`src/rtl/mult_sequencer.sv`:
```
// ---------------------------------------------------------------------------
// mult_sequencer
//   Iterative shift-add multiplier for MULT/MULTU in the execute stage.
//   The operands are captured on start. The unit runs one partial-product
//   step per cycle for WIDTH cycles. A final fix-up cycle applies the sign,
//   and the 2*WIDTH-bit product is written into the architectural HI/LO
//   registers.
//
// Ports
//   clk_i         clock, all state updates on the rising edge
//   reset_i       synchronous active-high reset
//   start_i       start request from decode, sampled only in IDLE
//   is_signed_i   1 = MULT (two's complement), 0 = MULTU
//   srca_i        multiplicand (rs after forwarding)
//   srcb_i        multiplier (rt after forwarding)
//   mfhid_i       MFHI in decode stage
//   mflod_i       MFLO in decode stage
//   hi_o, lo_o    architectural HI / LO registers
//   busy_o        operation in flight (state != IDLE)
//   hilo_stall_o  busy & (mfhid | mflod), combinational into hazard unit
//   done_o        one-cycle pulse, HI/LO hold the new product this cycle
// ---------------------------------------------------------------------------
module mult_sequencer #(
  parameter int WIDTH = 32
) (
  input  logic             clk_i,
  input  logic             reset_i,
  input  logic             start_i,
  input  logic             is_signed_i,
  input  logic [WIDTH-1:0] srca_i,
  input  logic [WIDTH-1:0] srcb_i,
  input  logic             mfhid_i,
  input  logic             mflod_i,
  output logic [WIDTH-1:0] hi_o,
  output logic [WIDTH-1:0] lo_o,
  output logic             busy_o,
  output logic             hilo_stall_o,
  output logic             done_o
);

  localparam int CW = (WIDTH > 1) ? $clog2(WIDTH) : 1;

  typedef enum logic [1:0] {
    ST_IDLE = 2'd0,
    ST_CALC = 2'd1,
    ST_FIX  = 2'd2
  } state_t;

  state_t               state_q, state_d;
  logic [CW-1:0]        count_q, count_d;
  logic [2*WIDTH-1:0]   acc_q, acc_d;
  logic [WIDTH-1:0]     mcand_q, mcand_d;
  logic                 neg_q, neg_d;
  logic [WIDTH-1:0]     hi_q, hi_d;
  logic [WIDTH-1:0]     lo_q, lo_d;
  logic                 done_q, done_d;

  logic [WIDTH:0]       sum_s;
  logic [WIDTH-1:0]     addend_s;
  logic [2*WIDTH-1:0]   product_s;
  logic [WIDTH-1:0]     abs_a_s, abs_b_s;

  // Two's-complement magnitude. The most negative value maps onto itself,
  // and that result is correct when it is read as unsigned 2^(WIDTH-1).
  function automatic logic [WIDTH-1:0] abs_val(input logic [WIDTH-1:0] v);
    logic [WIDTH-1:0] r;
    if (v[WIDTH-1]) begin
      r = ~v + {{(WIDTH-1){1'b0}}, 1'b1};
    end else begin
      r = v;
    end
    return r;
  endfunction

  // Next-state, datapath and output-enable logic
  always_comb begin
    state_d   = state_q;
    count_d   = count_q;
    acc_d     = acc_q;
    mcand_d   = mcand_q;
    neg_d     = neg_q;
    hi_d      = hi_q;
    lo_d      = lo_q;
    done_d    = 1'b0;
    abs_a_s   = abs_val(srca_i);
    abs_b_s   = abs_val(srcb_i);
    addend_s  = acc_q[0] ? mcand_q : {WIDTH{1'b0}};
    // The sum is one bit wider than an operand so that the carry shifts
    // into the accumulator instead of being lost.
    sum_s     = {1'b0, acc_q[2*WIDTH-1:WIDTH]} + {1'b0, addend_s};
    product_s = neg_q ? (~acc_q + {{(2*WIDTH-1){1'b0}}, 1'b1}) : acc_q;

    case (state_q)
      ST_IDLE: begin
        if (start_i) begin
          if (is_signed_i) begin
            mcand_d = abs_a_s;
            acc_d   = {{WIDTH{1'b0}}, abs_b_s};
          end else begin
            mcand_d = srca_i;
            acc_d   = {{WIDTH{1'b0}}, srcb_i};
          end
          neg_d   = is_signed_i & (srca_i[WIDTH-1] ^ srcb_i[WIDTH-1]);
          count_d = CW'(WIDTH - 1);
          state_d = ST_CALC;
        end else begin
          state_d = ST_IDLE;
        end
      end
      ST_CALC: begin
        acc_d = {sum_s, acc_q[WIDTH-1:1]};
        if (count_q == {CW{1'b0}}) begin
          state_d = ST_FIX;
        end else begin
          count_d = count_q - {{(CW-1){1'b0}}, 1'b1};
        end
      end
      ST_FIX: begin
        hi_d    = product_s[2*WIDTH-1:WIDTH];
        lo_d    = product_s[WIDTH-1:0];
        done_d  = 1'b1;
        state_d = ST_IDLE;
      end
      default: begin
        state_d = ST_IDLE;
      end
    endcase
  end

  // State and datapath registers with synchronous reset
  always_ff @(posedge clk_i) begin
    if (reset_i) begin
      state_q <= ST_IDLE;
      count_q <= {CW{1'b0}};
      acc_q   <= {(2*WIDTH){1'b0}};
      mcand_q <= {WIDTH{1'b0}};
      neg_q   <= 1'b0;
      hi_q    <= {WIDTH{1'b0}};
      lo_q    <= {WIDTH{1'b0}};
      done_q  <= 1'b0;
    end else begin
      state_q <= state_d;
      count_q <= count_d;
      acc_q   <= acc_d;
      mcand_q <= mcand_d;
      neg_q   <= neg_d;
      hi_q    <= hi_d;
      lo_q    <= lo_d;
      done_q  <= done_d;
    end
  end

  assign hi_o         = hi_q;
  assign lo_o         = lo_q;
  assign done_o       = done_q;
  assign busy_o       = (state_q != ST_IDLE);
  assign hilo_stall_o = busy_o & (mfhid_i | mflod_i);

endmodule

```
`config.mk`:
```
export PLATFORM = sky130hd
export DESIGN_NAME = mult_sequencer
export DESIGN_NICKNAME = d
export VERILOG_FILES = /design/src/rtl/mult_sequencer.sv
export SDC_FILE = /design/constraint.sdc
export NUM_CORES = 1
export LEC_CHECK = 0
export ABC_AREA = 1
export ABC_CLOCK_PERIOD_IN_PS = 3000
export CORE_MARGIN = 1
export CORE_UTILIZATION = 35
export DETAILED_ROUTE_END_ITERATION = 7
export REMOVE_ABC_BUFFERS = 1
export SETUP_SLACK_MARGIN = 0.5
export SLEW_MARGIN = 20
export SYNTH_ARGS = -nofsm -noshare
export SYNTH_HDL_FRONTEND = slang
export SYNTH_SLANG_ARGS = --single-unit
export TNS_END_PERCENT = 1
```
`constraint.sdc`:
```
create_clock -name clk_i -period 3 [get_ports clk_i]
set_input_delay 0.3 -clock clk_i [delete_from_list [all_inputs] [get_ports clk_i]]
set_output_delay 0.3 -clock clk_i [all_outputs]
set_load 0.005 [all_outputs]
```
# Word level (Yosys, flattened, before mapping)
# Index checks and enable logic that the tools add are counted.
[classes]
n_addsub = 5
mul = 0
div_mod_pow = 0
magnitude_cmp = 0
eq_ne = 5
shifts = 0
n_mux = 15
n_bitwise = 7
n_reduce_logical = 7
[op_table]
columns = ["op", "count"]
rows = [
  ["$mux W32", 5],
  ["$mux W64", 2],
  ["$pmux W64 S2", 1],
  ["$add A32 B1 Y32 const B", 2],
  ["$add A64 B1 Y64 const B", 1],
  ["$not A32 Y32", 2],
  ["$not A64 Y64", 1],
  ["$add A32 B32 Y33", 1],
  ["$mux W5", 2],
  ["$pmux W5 S2", 1],
  ["$ne A2 B2 Y1 const B", 3],
  ["$logic_not A5 Y1", 1],
  ["$sub A5 B1 Y5 const B", 1],
  ["$pmux W2 S2", 1],
  ["$reduce_and A2 Y1", 2],
  ["$reduce_bool A2 Y1", 2],
  ["$reduce_and A3 Y1", 1],
  ["$and A1 B1 Y1", 2],
  ["$eq A2 B1 Y1 const B", 1],
  ["$eq A2 B2 Y1 const B", 1],
  ["$logic_not A2 Y1", 1],
  ["$mux W1", 2],
  ["$mux W2", 1],
  ["$or A1 B1 Y1", 1],
  ["$xor A1 B1 Y1", 1],
]
[totals]
regBits = 169
latchBits = 0
mem_bits_rw = 0
rom_bits = 0
in_bits = 70
out_inout_bits = 67
word_cells = 47
memories = 0

# Depth between registers and ports, before layout
# Gate-level depths: netlist (run 1).
[logic_depth]
ltp_word = 6
mapped_depth = 18
ltp_nobuf = 16

# Worst setup path after synthesis (run 1)
# Ideal clock, no wire load.
[synth_path]
path_kind = "register to register"
startpoint = "register acc_q[0]"
endpoint = "register acc_q[47]"
setup_time_ns = 0.132
arrival_time_ns = 2.148
t_required_ns = 2.868
setup_slack_ns = 0.719
path_stages_with_launch = 18
path_buffers = 2
synth_period_minus_slack_ns = 2.281
path_cell_list = "dfxtp_1 buf_6 clkbuf_1 nand2_1 inv_1 ha_1 inv_1 fa_1 inv_1 nand3_1 nand3_1 nand2_1 nand2_1 inv_1 o21ai_0 nand2_1 nand3_1 a21oi_1"
[synth_via]
elab_chain_len = 3
[synth_rtl]
columns = ["element", "line_no", "text"]
rows = [
  ["start: declaration", "51", "logic [2*WIDTH-1:0] acc_q, acc_d;"],
  ["start signal: assignment", "135", "acc_q <= {(2*WIDTH){1'b0}};"],
  ["$mux W32", "87", "addend_s = acc_q[0] ? mcand_q : {WIDTH{1'b0}};"],
  ["$add A32 B32 Y33", "90", "sum_s = {1'b0, acc_q[2*WIDTH-1:WIDTH]} + {1'b0, addend_s};"],
  ["$pmux W64 S2", "93", "case (state_q)"],
]
# No other way between the ends.
# A chain may end at the register's enable or synchronous reset.

# Worst setup path in the final report (run 1)
[layout_path]
startpoint = "register acc_q[0]"
endpoint = "register acc_q[46]"
# Same word-level chain as after synthesis.

==> metrics, run 1 <==
outcome=finished clean; number of antenna violations at the first check in global routing=0; proportion of layout cells with a drive suffix above 1=4.70%; I/O Buffers=136; Period minus WS final=2330 ps; endpoint required time on the critical path=3310 ps; grt met1 use=31.7%; TritonCTS clock tree=built; Primary FF master, synth=dfxtp_1; DIE HEIGHT=194 um; number of vias per cell=4.97; startpoint of the tightest hold check path=reset_i; Core Util, Final=42.6%; DP HPWL=33700 um; Global Route met3 Usage=2.59%; endpoint of the worst-slack reg-to-reg timing path=acc_q[46]; number of flops mapped to enable cells by yosys=0; floorplan row count=69; TritonCTS Buffers=17; router iterations before antenna repair=6; cell type with the largest total area after synthesis=dfxtp_1; highest ir drop seen on vdd=0.370 mV; worst max-slew margin expressed relative to the limit=44.9%; first-pass GRT wire length=68500 um; leading cell types by total area after synthesis=dfxtp_1 26%, nand2_1 19%, inv_1 9.5%, nor2_1 9.3%, nand3_1 8.0%; Crit. End Element=flip-flop; placeable core area=35900 um^2; Slowest Stage Delay on Critical Path=390 ps; sort of element at the start of the critical path=flip-flop; final setup violating endpoints=0; total non-filler cell area in the finished layout=15300 um^2; number of instances in the synthesized netlist=2247; number of global-route vias before repair=12900; die area=37600 um^2; met2 global-route usage=36.2%; final net count=2459; Max Transition Viols Final=0; I/O pin cnt=137; setup repair after global routing missed its margin=no; number of cell instances on the worst register-to-register path=13; total vias in the final route=14000; Max H-tree Level=4; pwr/cell area=443 nW/um^2; Synth top cells by count=656 x nand2_1, 328 x inv_1, 319 x nor2_1; number of antenna-violating nets in the routed design=0; wire length per cell=15.2 um; most frequent cell after synthesis=nand2_1; worst hold path class=primary input to flip-flop; Starting DRT DRC Count=957; portion of the post-synthesis area used by sequential elements=26.2%; GRT Residual Overflow=0; async set-or-reset flop fraction in the synthesized netlist=0%; DIE WIDTH=194 um; crit-path max FO=9; post-route non-filler standard cell count=2825; worst clock skew on the final layout=17.6 ps; critical-path cell with the highest stage delay=dfxtp_2; insertion delay to the later sink of the worst-skew pair=450 ps; worst hold slack=278 ps; cell total after placement=2792; setup slack of the most critical reg-to-reg path=670 ps; cells traversed along the worst timing path=buf_2 -> nand2_1 -> inv_1 -> ha_1 -> nand2_1 -> inv_1 -> nand2_1 -> inv_1 -> a21oi_1 -> nand2_1 -> or2_2 -> nand3_1 -> a21oi_1; standby leakage power=7.64 nW; count of instances resized after the clock tree is built=0; number of buffer and inverter stages on the critical path=4; Max-Cap Viols=0; combined global-route utilization of all metal layers=22.6%; kind of cell adding the most delay to the critical path=simple AND/OR/NAND/NOR gates; postcts setup bufs=0; area after detailed placement=14700 um^2; Antenna diodes=0; Max Clock Freq=430 MHz; synth-to-layout area growth=18.7%; weighted congestion reported at the end of routability-driven placement=0.918; Synth Cell Area=12900 um^2; post-detailed-route DRC marker count=0; total wirelength of the detailed-routed design=42900 um; average cell area after synthesis=5.74 um^2; total of fill cells in the finished design=3933; total of flip-flops plus latches after synthesis=169; maximum count of clock buffers along a single path=2; launch point of the worst reg-to-reg path=acc_q[0]; final cycle utilization of the critical path=77.6%; most frequent cell on the critical path=nand2_1; hold path endpoint=acc_q[60]; Unique masters post-synth=45; Hold Fails Final Rpt=0; starting utilization of the core area=35.9%; worst slew pin tran=826 ps; Design Power=6.78 mW; Yosys warnings=0; Worst Path Class, Setup=flip-flop to flip-flop; cell depth of the worst hold path=2; arrival time worst endpoint=2640 ps; clock-pin slew on the worst setup and hold paths=80 ps; clock sink count=169; top-area cell type share of the netlist area=26.2%; Clock Root Buffer=clkbuf_16; # hold bufs at CTS=0; pin count of the biggest net entering global routing=104; busiest grt layer=met2
[flip-flops by register name (all words and copies together) (netlist names)]
register and cells:
acc_q 64, hi_o 32, lo_o 32, mcand_q 32
count_q 5, state_q 2, done_o 1, neg_q 1
[placed cells by master, fill, tap and decap left out, types with 26 or more instances in the layout]
master | Yosys | routed
a21oi_1 | 137 | 137
clkdlybuf4s50_1 | 0 | 135
dfxtp_1 | 169 | 166
ha_1 | 37 | 37
inv_1 | 328 | 328
nand2_1 | 656 | 656
nand3_1 | 205 | 204
nand4_1 | 26 | 26
nor2_1 | 319 | 318
o21ai_0 | 93 | 93
xor2_1 | 32 | 32
[how the worst max path moves through the flow]
stage	slack, ps	startpoint	depth (start not counted)	endpoint
CTS	610	acc_q[0]	14	acc_q[61]
global route	510	acc_q[0]	15	acc_q[55]
floorplan	-2300	state_q[1]	7	lo_o[12]
global placement	600	srcb_i[0]	11	acc_q[22]
finish	670	acc_q[0]	13	acc_q[46]
detailed placement	560	srcb_i[0]	11	acc_q[22]
[report_power, final]
group | internal (mW) | switching, mW | leakage, nW
Clock | 1.17 | 1.04 | 0.274
Combinational | 0.725 | 1.25 | 5.99
Sequential | 2.42 | 0.165 | 1.38
[per-layer routing]
metal / vias to the layer above / wire length, um
li1: 7334 / -
met2: 395 / 19000
met3: 50 / 2070
met5: - / 0
met4: 0 / 979
met1: 6263 / 20800
[stage by stage]
step	setup TNS (ps)	worst slack, ps
after floorplan	-133650	-2300
final	0	672
after detailed placement	0	556
after CTS	0	606
after global routing	0	505
after global placement	0	595
[final cells by class]
| cell class | instances | area, um^2 | share of cell area, % |
|---|---|---|---|
| tap | 461 | 577 | 3.77 |
| sequential | 169 | 3390 | 22.1 |
| timing repair buffer | 159 | 1560 | 10.2 |
| multi-input combinational | 1669 | 7960 | 52.0 |
| clock buffer | 20 | 437 | 2.85 |
| clock inverter | 12 | 130 | 0.850 |
| inverter | 335 | 1260 | 8.22 |
[cell families after synthesis]
kind of cell	synth area share, %
fa+ha+maj	3.74
compound gates	13.1
flops	26.2
xor+xnor	2.65
simple gates	42.0
buf+inv	12.3
Power figures use the tool's default switching activity.
==> run 2, diff against run 1 <==
--- a/config.mk
+++ b/config.mk
@@ -6,7 +6,7 @@
 export NUM_CORES = 1
 export LEC_CHECK = 0
 export ABC_AREA = 1
-export ABC_CLOCK_PERIOD_IN_PS = 3000
+export ABC_CLOCK_PERIOD_IN_PS = 2300
 export CORE_MARGIN = 1
 export CORE_UTILIZATION = 35
 export DETAILED_ROUTE_END_ITERATION = 7
==> constraint.sdc (replaced) <==
create_clock -name clk_i -period 2.3 [get_ports clk_i]
set_input_delay 0.23 -clock clk_i [delete_from_list [all_inputs] [get_ports clk_i]]
set_output_delay 0.23 -clock clk_i [all_outputs]
set_load 0.005 [all_outputs]
==> run 2 against run 1 <==
  * Clock power is 43% higher
  * Critical path type unchanged
  * Global-route usage is 1.4 points higher
  * Worst hold slack better by 100 ps
  * Cell count is 2.2% higher
==> metrics, run 2 (synthesis gave the netlist of run 1 again) <==
post-detailed-route DRC marker count=0 (unchanged); outcome=finished clean; worst hold path class=primary input to flip-flop; maximum count of clock buffers along a single path=2 (unchanged); length of routed met2 wiring=20600 um (+8.4%); number of vias per cell=5.08 (+2.2%); endpoint required time on the critical path=2620 ps (-690 ps); placeable core area=35900 um^2 (unchanged); most frequent cell on the critical path=nand2_2; worst max-slew margin expressed relative to the limit=56.7% (+12 points); standby leakage power=8.33 nW (+9.0%); setup repair after global routing missed its margin=yes; final net count=2521 (+2.5%); setup slack of the most critical reg-to-reg path=100 ps (-580 ps); PnR worst setup slack=95.3 ps (-577 ps); highest ir drop seen on vdd=0.528 mV (+42%); worst slew pin tran=644 ps (-182 ps); area after detailed placement=15100 um^2 (+2.6%); first-pass GRT wire length=72600 um (+5.9%); DIE WIDTH=194 um (unchanged); critical-path cell with the highest stage delay=dfxtp_4; cell depth of the worst hold path=3 (+1); wire length per cell=15.9 um (+4.6%); insertion delay to the later sink of the worst-skew pair=450 ps (about the same); clock sink count=169 (unchanged); number of antenna violations at the first check in global routing=0 (unchanged); register with the highest flop count=acc_q; Design Power=9.34 mW (+38%); floorplan row count=69 (unchanged); synth-to-layout area growth=32.1%; cells traversed along the worst timing path=buf_12 -> buf_16 -> nand2_4 -> inv_2 -> ha_4 -> nand2_2 -> nor2_4 -> nand3_1 -> nand2_2 -> nand2_2 -> nand2_4 -> nand2_2 -> nand2_1 -> nand2_1 -> nand3_1 -> a21oi_1; final cycle utilization of the critical path=95.9% (+18 points); number of global-route vias before repair=13700 (+6.0%); Max H-tree Level=4 (unchanged); number of buffer and inverter stages on the critical path=3 (-1); number of antenna-violating nets in the routed design=0 (unchanged); total non-filler cell area in the finished layout=17000 um^2 (+11%); number of flip-flops in the largest register=64 (unchanged); starting utilization of the core area=35.9% (unchanged); number of cell instances on the worst register-to-register path=16 (+3); Slowest Stage Delay on Critical Path=400 ps (about the same); I/O pin cnt=137 (unchanged); most common library cell in the layout ignoring fill and taps=nand2_1; DIE HEIGHT=194 um (unchanged); post-route non-filler standard cell count=2887 (+2.2%); combined global-route utilization of all metal layers=24.0% (+1.4 points); router iterations before antenna repair=8 (+2); GRT Residual Overflow=0 (unchanged); launch point of the worst reg-to-reg path=acc_q[0]; final setup violating endpoints=0 (unchanged); Crit. End Element=flip-flop; total vias in the final route=14700 (+4.5%); Clock Root Buffer=clkbuf_16; clock-pin slew on the worst setup and hold paths=70 ps (about the same); setup TNS after final layout=0 ps (unchanged); die area=37600 um^2 (unchanged); uppermost routed layer=met4; Hold Fails Final Rpt=0 (unchanged); Antenna diodes=0 (unchanged); I/O Buffers=136 (unchanged); Worst Path Class, Setup=flip-flop to flip-flop; crit-path max FO=8 (-1); sort of element at the start of the critical path=flip-flop; total wirelength of the detailed-routed design=45800 um (+6.9%); Starting DRT DRC Count=1109 (+16%); Max Transition Viols Final=0 (unchanged); total routed wire length on the met1 layer=21600 um (+3.7%); Max Clock Freq=454 MHz (+5.6%); Max-Cap Viols=0 (unchanged); amount of wire on met3 after detailed routing=2510 um (+21%); # hold bufs at CTS=0 (unchanged); arrival time worst endpoint=2520 ps (-120 ps); endpoint of the worst-slack reg-to-reg timing path=acc_q[62]; pin count of the biggest net entering global routing=120 (+15%); TritonCTS Buffers=17 (unchanged); kind of cell adding the most delay to the critical path=simple AND/OR/NAND/NOR gates; TritonCTS clock tree=built; proportion of layout cells with a drive suffix above 1=15.7% (+11 points); pwr/cell area=548 nW/um^2 (+24%); weighted congestion reported at the end of routability-driven placement=0.928 (+1.1%); commonest cells after routing, fill and taps aside=573 x nand2_1, 307 x inv_1, 290 x nor2_1; startpoint of the tightest hold check path=reset_i; cell total after placement=2835 (+1.5%); hold path endpoint=done_o; Period minus WS final=2200 ps (-123 ps); worst clock skew on the final layout=12.4 ps (-5.24 ps); DP HPWL=33800 um (+0.30%); placement-stage worst setup slack=20.0 ps (-536 ps)
run 2: changes by cell type in the layout (fill, tap and decap cells not counted), sizes merged:
| cell | change |
|---|---|
| bufinv | +2 |
| inv | +1 |
| clkinvlp | -1 |
| clkbuf | -1 |
| buf | +61 |
run 2: power breakdown:
part | switching (mW) | internal, mW
clock | 1.38 | 1.77
combinational | 1.71 | 1.10
sequential | 0.218 | 3.16
total | 3.31 | 6.03
run 2: metal layers:
metal / GRT usage (%) / up-vias
met5: 0 / -
met4: 6.97 / 0
met1: 33.2 / 6683
met3: 3.50 / 75
met2: 38.5 / 443
li1: - / 7469
run 2: layout make-up:
| cell class | count | area, um^2 |
|---|---|---|
| multi-input cells | 1669 | 9020 |
| well taps | 461 | 577 |
| clock buffers | 18 | 439 |
| flip-flops and latches | 169 | 3390 |
| inverters | 335 | 1260 |
| repair buffers | 221 | 2170 |
| clock inverters | 14 | 181 |
| fillers | 3727 | 18900 |
run 2: repair_timing:
item                       CTS  global route
resized for setup          178            94
setup endpoints to repair   68           104
buffers inserted            12             5
gates cloned                 2             1
pin swaps                   64            46
run 2: worst register-to-register path: stages (launching register included):
cell	delay, ps
dfxtp_4	400
buf_12	160
buf_16	150
nand2_4	60
inv_2	40
ha_4	300
nand2_2	110
nor2_4	140
nand3_1	130
nand2_2	120
nand2_2	70
nand2_4	100
nand2_2	80
nand2_1	60
nand2_1	40
nand3_1	60
a21oi_1	60
run 2: worst max path at each step:
| stage | start | to | cells past startpoint |
|---|---|---|---|
| detailed placement | acc_q[0] | acc_q[42] | 13 |
| global route | acc_q[0] | acc_q[62] | 16 |
| CTS | acc_q[0] | acc_q[42] | 15 |
| floorplan | state_q[1] | lo_o[12] | 7 |
| finish | acc_q[0] | acc_q[62] | 16 |
| global placement | srcb_i[26] | acc_q[31] | 6 |
run 2: per-stage QoR:
| stage | hold slack [ps] | util [%] |
|---|---|---|
| 6_report | 382 | 47.4 |
| 5_1_grt | 420 | 47.4 |
| 4_1_cts | 378 | 46.3 |
| 3_5_place_dp | 476 | 42.1 |
| 3_3_place_gp | 467 | 42.1 |
| 2_1_floorplan | 299 | - |
